### src/rtl/fft_power_collector.sv
// Collects 16 complex FFT bins per frame, computes re^2+im^2 per bin, and presents the
// frame's powers in parallel with a one-cycle fft_valid. Optional macro FFT_PWR_PIPE_EN.
module fft_power_collector #(
    parameter int unsigned NBIN = 16,
    parameter int unsigned DW   = 16
) (
    input  logic                 clk,
    input  logic                 rst,
    input  logic                 in_valid,
    input  logic                 in_first,
    input  logic signed [DW-1:0] in_re,
    input  logic signed [DW-1:0] in_im,
    output logic                 fft_valid,
    output logic [2*DW-1:0]      fft_d0,
    output logic [2*DW-1:0]      fft_d1,
    output logic [2*DW-1:0]      fft_d2,
    output logic [2*DW-1:0]      fft_d3,
    output logic [2*DW-1:0]      fft_d4,
    output logic [2*DW-1:0]      fft_d5,
    output logic [2*DW-1:0]      fft_d6,
    output logic [2*DW-1:0]      fft_d7,
    output logic [2*DW-1:0]      fft_d8,
    output logic [2*DW-1:0]      fft_d9,
    output logic [2*DW-1:0]      fft_d10,
    output logic [2*DW-1:0]      fft_d11,
    output logic [2*DW-1:0]      fft_d12,
    output logic [2*DW-1:0]      fft_d13,
    output logic [2*DW-1:0]      fft_d14,
    output logic [2*DW-1:0]      fft_d15,
    output logic                 frame_err
);

    localparam int unsigned IW = $clog2(NBIN);
    localparam int unsigned PW = 2 * DW;
    localparam logic [IW-1:0] LastIdx = IW'(NBIN - 1);

    // Bin counter and resync detection
    logic [IW-1:0] idx_q;
    logic [IW-1:0] bin;
    logic          resync;
    logic          frame_err_q;

    always_comb begin
        bin    = in_first ? '0 : idx_q;
        resync = in_valid & in_first & (idx_q != '0);
    end

    always_ff @(posedge clk) begin
        if (rst) begin
            idx_q       <= '0;
            frame_err_q <= 1'b0;
        end else begin
            frame_err_q <= resync;
            if (in_valid) begin
                idx_q <= bin + IW'(1);
            end
        end
    end

    // P1: squares, sign-extended first so the multiply is full 32-bit signed
    logic signed [PW-1:0] re_ext;
    logic signed [PW-1:0] im_ext;
    logic signed [PW-1:0] p1_re_q;
    logic signed [PW-1:0] p1_im_q;
    logic [IW-1:0]        p1_idx_q;
    logic                 p1_valid_q;
    logic                 p1_last_q;

    always_comb begin
        re_ext = signed'({{DW{in_re[DW-1]}}, in_re});
        im_ext = signed'({{DW{in_im[DW-1]}}, in_im});
    end

    always_ff @(posedge clk) begin
        if (rst) begin
            p1_re_q    <= '0;
            p1_im_q    <= '0;
            p1_idx_q   <= '0;
            p1_valid_q <= 1'b0;
            p1_last_q  <= 1'b0;
        end else begin
            p1_re_q    <= re_ext * re_ext;
            p1_im_q    <= im_ext * im_ext;
            p1_idx_q   <= bin;
            p1_valid_q <= in_valid;
            p1_last_q  <= in_valid & (bin == LastIdx);
        end
    end

    // Adder operands, optionally retimed through P1a
    logic signed [PW-1:0] m_re;
    logic signed [PW-1:0] m_im;
    logic [IW-1:0]        m_idx;
    logic                 m_valid;
    logic                 m_last;

`ifdef FFT_PWR_PIPE_EN
    logic signed [PW-1:0] p1a_re_q;
    logic signed [PW-1:0] p1a_im_q;
    logic [IW-1:0]        p1a_idx_q;
    logic                 p1a_valid_q;
    logic                 p1a_last_q;

    always_ff @(posedge clk) begin
        if (rst) begin
            p1a_re_q    <= '0;
            p1a_im_q    <= '0;
            p1a_idx_q   <= '0;
            p1a_valid_q <= 1'b0;
            p1a_last_q  <= 1'b0;
        end else begin
            p1a_re_q    <= p1_re_q;
            p1a_im_q    <= p1_im_q;
            p1a_idx_q   <= p1_idx_q;
            p1a_valid_q <= p1_valid_q;
            p1a_last_q  <= p1_last_q;
        end
    end

    assign m_re    = p1a_re_q;
    assign m_im    = p1a_im_q;
    assign m_idx   = p1a_idx_q;
    assign m_valid = p1a_valid_q;
    assign m_last  = p1a_last_q;
`else
    assign m_re    = p1_re_q;
    assign m_im    = p1_im_q;
    assign m_idx   = p1_idx_q;
    assign m_valid = p1_valid_q;
    assign m_last  = p1_last_q;
`endif

    // P2: both squares are non-negative, so the unsigned sum tops out at 2^31
    logic [PW-1:0] sum_q;
    logic [IW-1:0] p2_idx_q;
    logic          p2_valid_q;
    logic          p2_last_q;

    always_ff @(posedge clk) begin
        if (rst) begin
            sum_q      <= '0;
            p2_idx_q   <= '0;
            p2_valid_q <= 1'b0;
            p2_last_q  <= 1'b0;
        end else begin
            sum_q      <= $unsigned(m_re) + $unsigned(m_im);
            p2_idx_q   <= m_idx;
            p2_valid_q <= m_valid;
            p2_last_q  <= m_last;
        end
    end

    // Work buffer and shadow output registers; the last bin bypasses work
    logic [PW-1:0] work_q [NBIN];
    logic [PW-1:0] dout_q [NBIN];
    logic          fft_valid_q;

    always_ff @(posedge clk) begin
        if (rst) begin
            for (int unsigned k = 0; k < NBIN; k++) begin
                work_q[k] <= '0;
                dout_q[k] <= '0;
            end
            fft_valid_q <= 1'b0;
        end else begin
            fft_valid_q <= p2_valid_q & p2_last_q;
            if (p2_valid_q) begin
                work_q[p2_idx_q] <= sum_q;
            end
            if (p2_valid_q & p2_last_q) begin
                for (int unsigned k = 0; k < NBIN - 1; k++) begin
                    dout_q[k] <= work_q[k];
                end
                dout_q[NBIN-1] <= sum_q;
            end
        end
    end

    assign fft_valid = fft_valid_q;
    assign frame_err = frame_err_q;
    assign fft_d0    = dout_q[0];
    assign fft_d1    = dout_q[1];
    assign fft_d2    = dout_q[2];
    assign fft_d3    = dout_q[3];
    assign fft_d4    = dout_q[4];
    assign fft_d5    = dout_q[5];
    assign fft_d6    = dout_q[6];
    assign fft_d7    = dout_q[7];
    assign fft_d8    = dout_q[8];
    assign fft_d9    = dout_q[9];
    assign fft_d10   = dout_q[10];
    assign fft_d11   = dout_q[11];
    assign fft_d12   = dout_q[12];
    assign fft_d13   = dout_q[13];
    assign fft_d14   = dout_q[14];
    assign fft_d15   = dout_q[15];

endmodule

### config.mk
export PLATFORM = sky130hd
export DESIGN_NAME = fft_power_collector
export DESIGN_NICKNAME = d
export VERILOG_FILES = /design/src/rtl/fft_power_collector.sv
export SDC_FILE = /design/constraint.sdc
export NUM_CORES = 2
export LEC_CHECK = 0
export CORE_MARGIN = 2
export CORE_UTILIZATION = 31
export CTS_BUF_LIST = sky130_fd_sc_hd__clkbuf_16
export DETAILED_ROUTE_END_ITERATION = 10
export PLACE_DENSITY = 0.45
export SLEW_MARGIN = 10
export SYNTH_ARGS = -nofsm -noshare
export SYNTH_HDL_FRONTEND = slang
export SYNTH_SLANG_ARGS = --single-unit
### constraint.sdc
create_clock -name clk -period 14.8 [get_ports clk]
set_clock_uncertainty 0.1 [all_clocks]
set_input_delay 1.48 -clock clk [delete_from_list [all_inputs] [get_ports clk]]
set_output_delay 1.48 -clock clk [all_outputs]
set_load 0.1 [all_outputs]
==> results.md <==
- Outcome: complete, no violations
- Post-CTS Setup Bufs: 0
- Post-CTS Hold Fix Bufs: 0
- Total clock sinks: 1,104
- Chip Width: 440 um
- CP startpoint kind: input port
- Yosys cell types: 77
- Pwr Total: 0.0156 W
- Gr usage total: 0.183
- Fin. max-slew vios: 0
- Routed len/inst: 23.1 um
- Worst Setup SP: in_re[2]
- DRC: 0
- Worst hold margin: 0.343 ns
- Post-CTS sizing: 0
- WL met1: 74,100 um
- Startpoint of the worst hold path: m_last$_SDFF_PP0_
- Top cells by area, synth: edfxtp_1 (50%), fa_1 (16%), and2_1 (6.0%), ha_1 (4.4%), inv_1 (4.3%)
- Worst EP required: 15.31 ns
- Clk Latency, worst-skew pair: 0.77 ns
- WHS Path Cells: 1
- Clock tree buffer depth: 3
- Final antenna-violating net count: 0
- Core ar.: 190,000 um^2
- Dpl cells: 7,504
- Layout cells sized above 1: 0.0615
- 1st-iter DRT viols: 2,175
- TritonCTS clock tree: yes
- Top-count cell post-synth: edfxtp_1
- Sequential fraction of the synthesis area: 0.543
- First-pass GRT wire length: 256,000 um
- Period minus WS final: 7.85 ns
- Crit-path max FO: 16
- DR WL met3: 7610 um
- EDFF count, synth: 992
- Main synth FF type: edfxtp_1
- TritonRoute pass-1 iters: 5
- Layout overhead on the synthesized area: 20.6%
- Leak: 30.2 nW
- Largest net degree at the start of global routing: 239
- Number of global-route vias before repair: 36,152
- Routability cong.: 0.798
- Worst path arrival time: 8.36 ns
- Initial antenna violation count: 30
- Relative slew slack: 0.209
- DIE AREA: 194,000 um^2
- CTS Buf Count: 120
- Total grt overflow: 0
- Clock H-tree levels: 3
- Reg clk slew, reported paths: 0.06 ns
- Slew @ Worst Pin: 1.19 ns
- Mapped Cells: 4,604
- Ys async rst share: 0
- Max Used Layer: met5
- Synth area leader: edfxtp_1
- Cell Count, Final, Fillers Out: 7,741
- Kind of end point of the critical path: register
- Clk root buf: clkbuf_16
- Vias per cell: 4.51
- Initial cell density of the core: 0.311
- Max Cap Viol: 0
- Seq cells post-synth: 1,104
- Net Count, Synth: 5,316
- Drt total wl: 179,000 um
- RR Startpoint: p2_valid_q$_SDFF_PP0_
- Hold Fails Final Rpt: 0
- Max Fclk: 0.127 GHz
- Final setup fails: 0
- Mapped cell area: 59,000 um^2
- Fin nets: 5,827
- Die height: 440 um
- Reg2Reg Depth: 4
- Worst setup path category: input port to register
- Synth warn: 0
- Period Utilization, post-route: 0.530
- Syn Area/Cell: 12.8 um^2
- Io pins: 550
- Rows: 160
- Post-DP HPWL: 121,000 um
- Post-synth top cells: edfxtp_1 (992), inv_1 (674), and2_1 (563), fa_1 (468), and3_1 (330)
- Met2 routed WL: 92,500 um
- Synth top area share: 0.505
- Post-route setup TNS: 0 ns
- Port bufs: 549
- Peak supply drop: 0.000398 V
- Worst hold path class: register to register
- Via count: 34,876
- Unrepaired setup endpoints after global routing: false
- Pwr/cell area: 219 nW/um^2
[state kept, by name, summed over array words and instances (netlist names)]
signal      cells
dout_q        512
fft_valid       1
frame_err       1
idx_q           4
m_idx           4
m_im           31
m_last          1
m_re           31
m_valid         1
p2_idx_q        4
p2_last_q       1
p2_valid_q      1
sum_q          32
work_q        480
[through the flow]
step	worst slack [ns]	util	area (um^2)
floorplan	1.00	-	59000
global placement	6.22	0.355	67400
detailed placement	6.15	0.355	67400
CTS	6.94	0.375	71200
global route	6.49	0.375	71200
finish	6.95	0.375	71200
[layout make-up]
| type | count | area (um^2) |
|---|---|---|
| clock buffers | 120 | 3000 |
| clock inverters | 104 | 721 |
| repair buffers | 620 | 6060 |
| multi-input cells | 2594 | 23700 |
| diodes | 13 | 32.5 |
| fillers | 18354 | 119000 |
| inverters | 675 | 2530 |
| well taps | 2511 | 3140 |
| flip-flops and latches | 1104 | 32000 |
[worst max-delay path, cell delays in order]
cell and delay (ns):
clkdlybuf4s50_1 0.90, inv_1 0.26, nor2_1 0.28, fa_1 0.60, fa_1 0.72, inv_1 0.20
fa_1 0.46, fa_1 0.54, inv_1 0.05, fa_1 0.53, inv_1 0.05, fa_1 0.47
inv_1 0.04, ha_1 0.33, nand4_1 0.16, inv_1 0.09, and2_1 0.17, a31oi_1 0.17
o21ai_2 0.11, o31ai_4 0.27, nor4b_1 0.09, or3_1 0.37
[per-layer routing]
metal  vias to the layer above  GRT usage
met5                         -          0
met4                         6     0.0520
met3                       178     0.0193
met2                       760      0.325
met1                     17777      0.235
li1                      16155          -
[where the power goes]
group / internal (W) / switching [W] / leakage (nW)
sequential: 0.00367 / 0.000192 / 11.2
combinational: 0.00351 / 0.00535 / 17.1
clock: 0.00156 / 0.00129 / 1.92
[cell usage in the layout (no fill, tap or decap), types with 70 or more instances in the layout]
master / count
and2_1: 563
and3_1: 330
buf_4: 70
clkbuf_16: 120
clkdlybuf4s50_1: 547
dfxtp_1: 103
edfxtp_1: 992
fa_1: 468
ha_1: 208
inv_1: 698
nand2_1: 176
nor2_1: 151
nor2b_1: 220
[kinds of logic (layout without fill, tap and decap cells)]
group / after synthesis / in the layout / share of synthesized area
flip-flops: 1104 / 1104 / 0.543
multiplexers: 5 / 5 / 0.000890
XOR/XNOR: 93 / 93 / 0.0138
buffers and inverters: 906 / 1519 / 0.0577
AO/OA/AOI/OAI: 222 / 222 / 0.0273
adder cells (fa/ha/maj): 676 / 676 / 0.203
other: 0 / 13 / 0
AND/OR/NAND/NOR: 1598 / 1598 / 0.155
[worst paths after layout]
check | endpoint | slack [ns]
worst max-delay path | m_re[31]$_SDFF_PP0_ | 6.95
worst min-delay path | p2_last_q$_SDFF_PP0_ | 0.34
worst max register to register | dout_q[0][235]$_SDFFCE_PN0P_ | 10.44
worst min register to register | p2_last_q$_SDFF_PP0_ | 0.34
(Power assumes the default switching activity.)
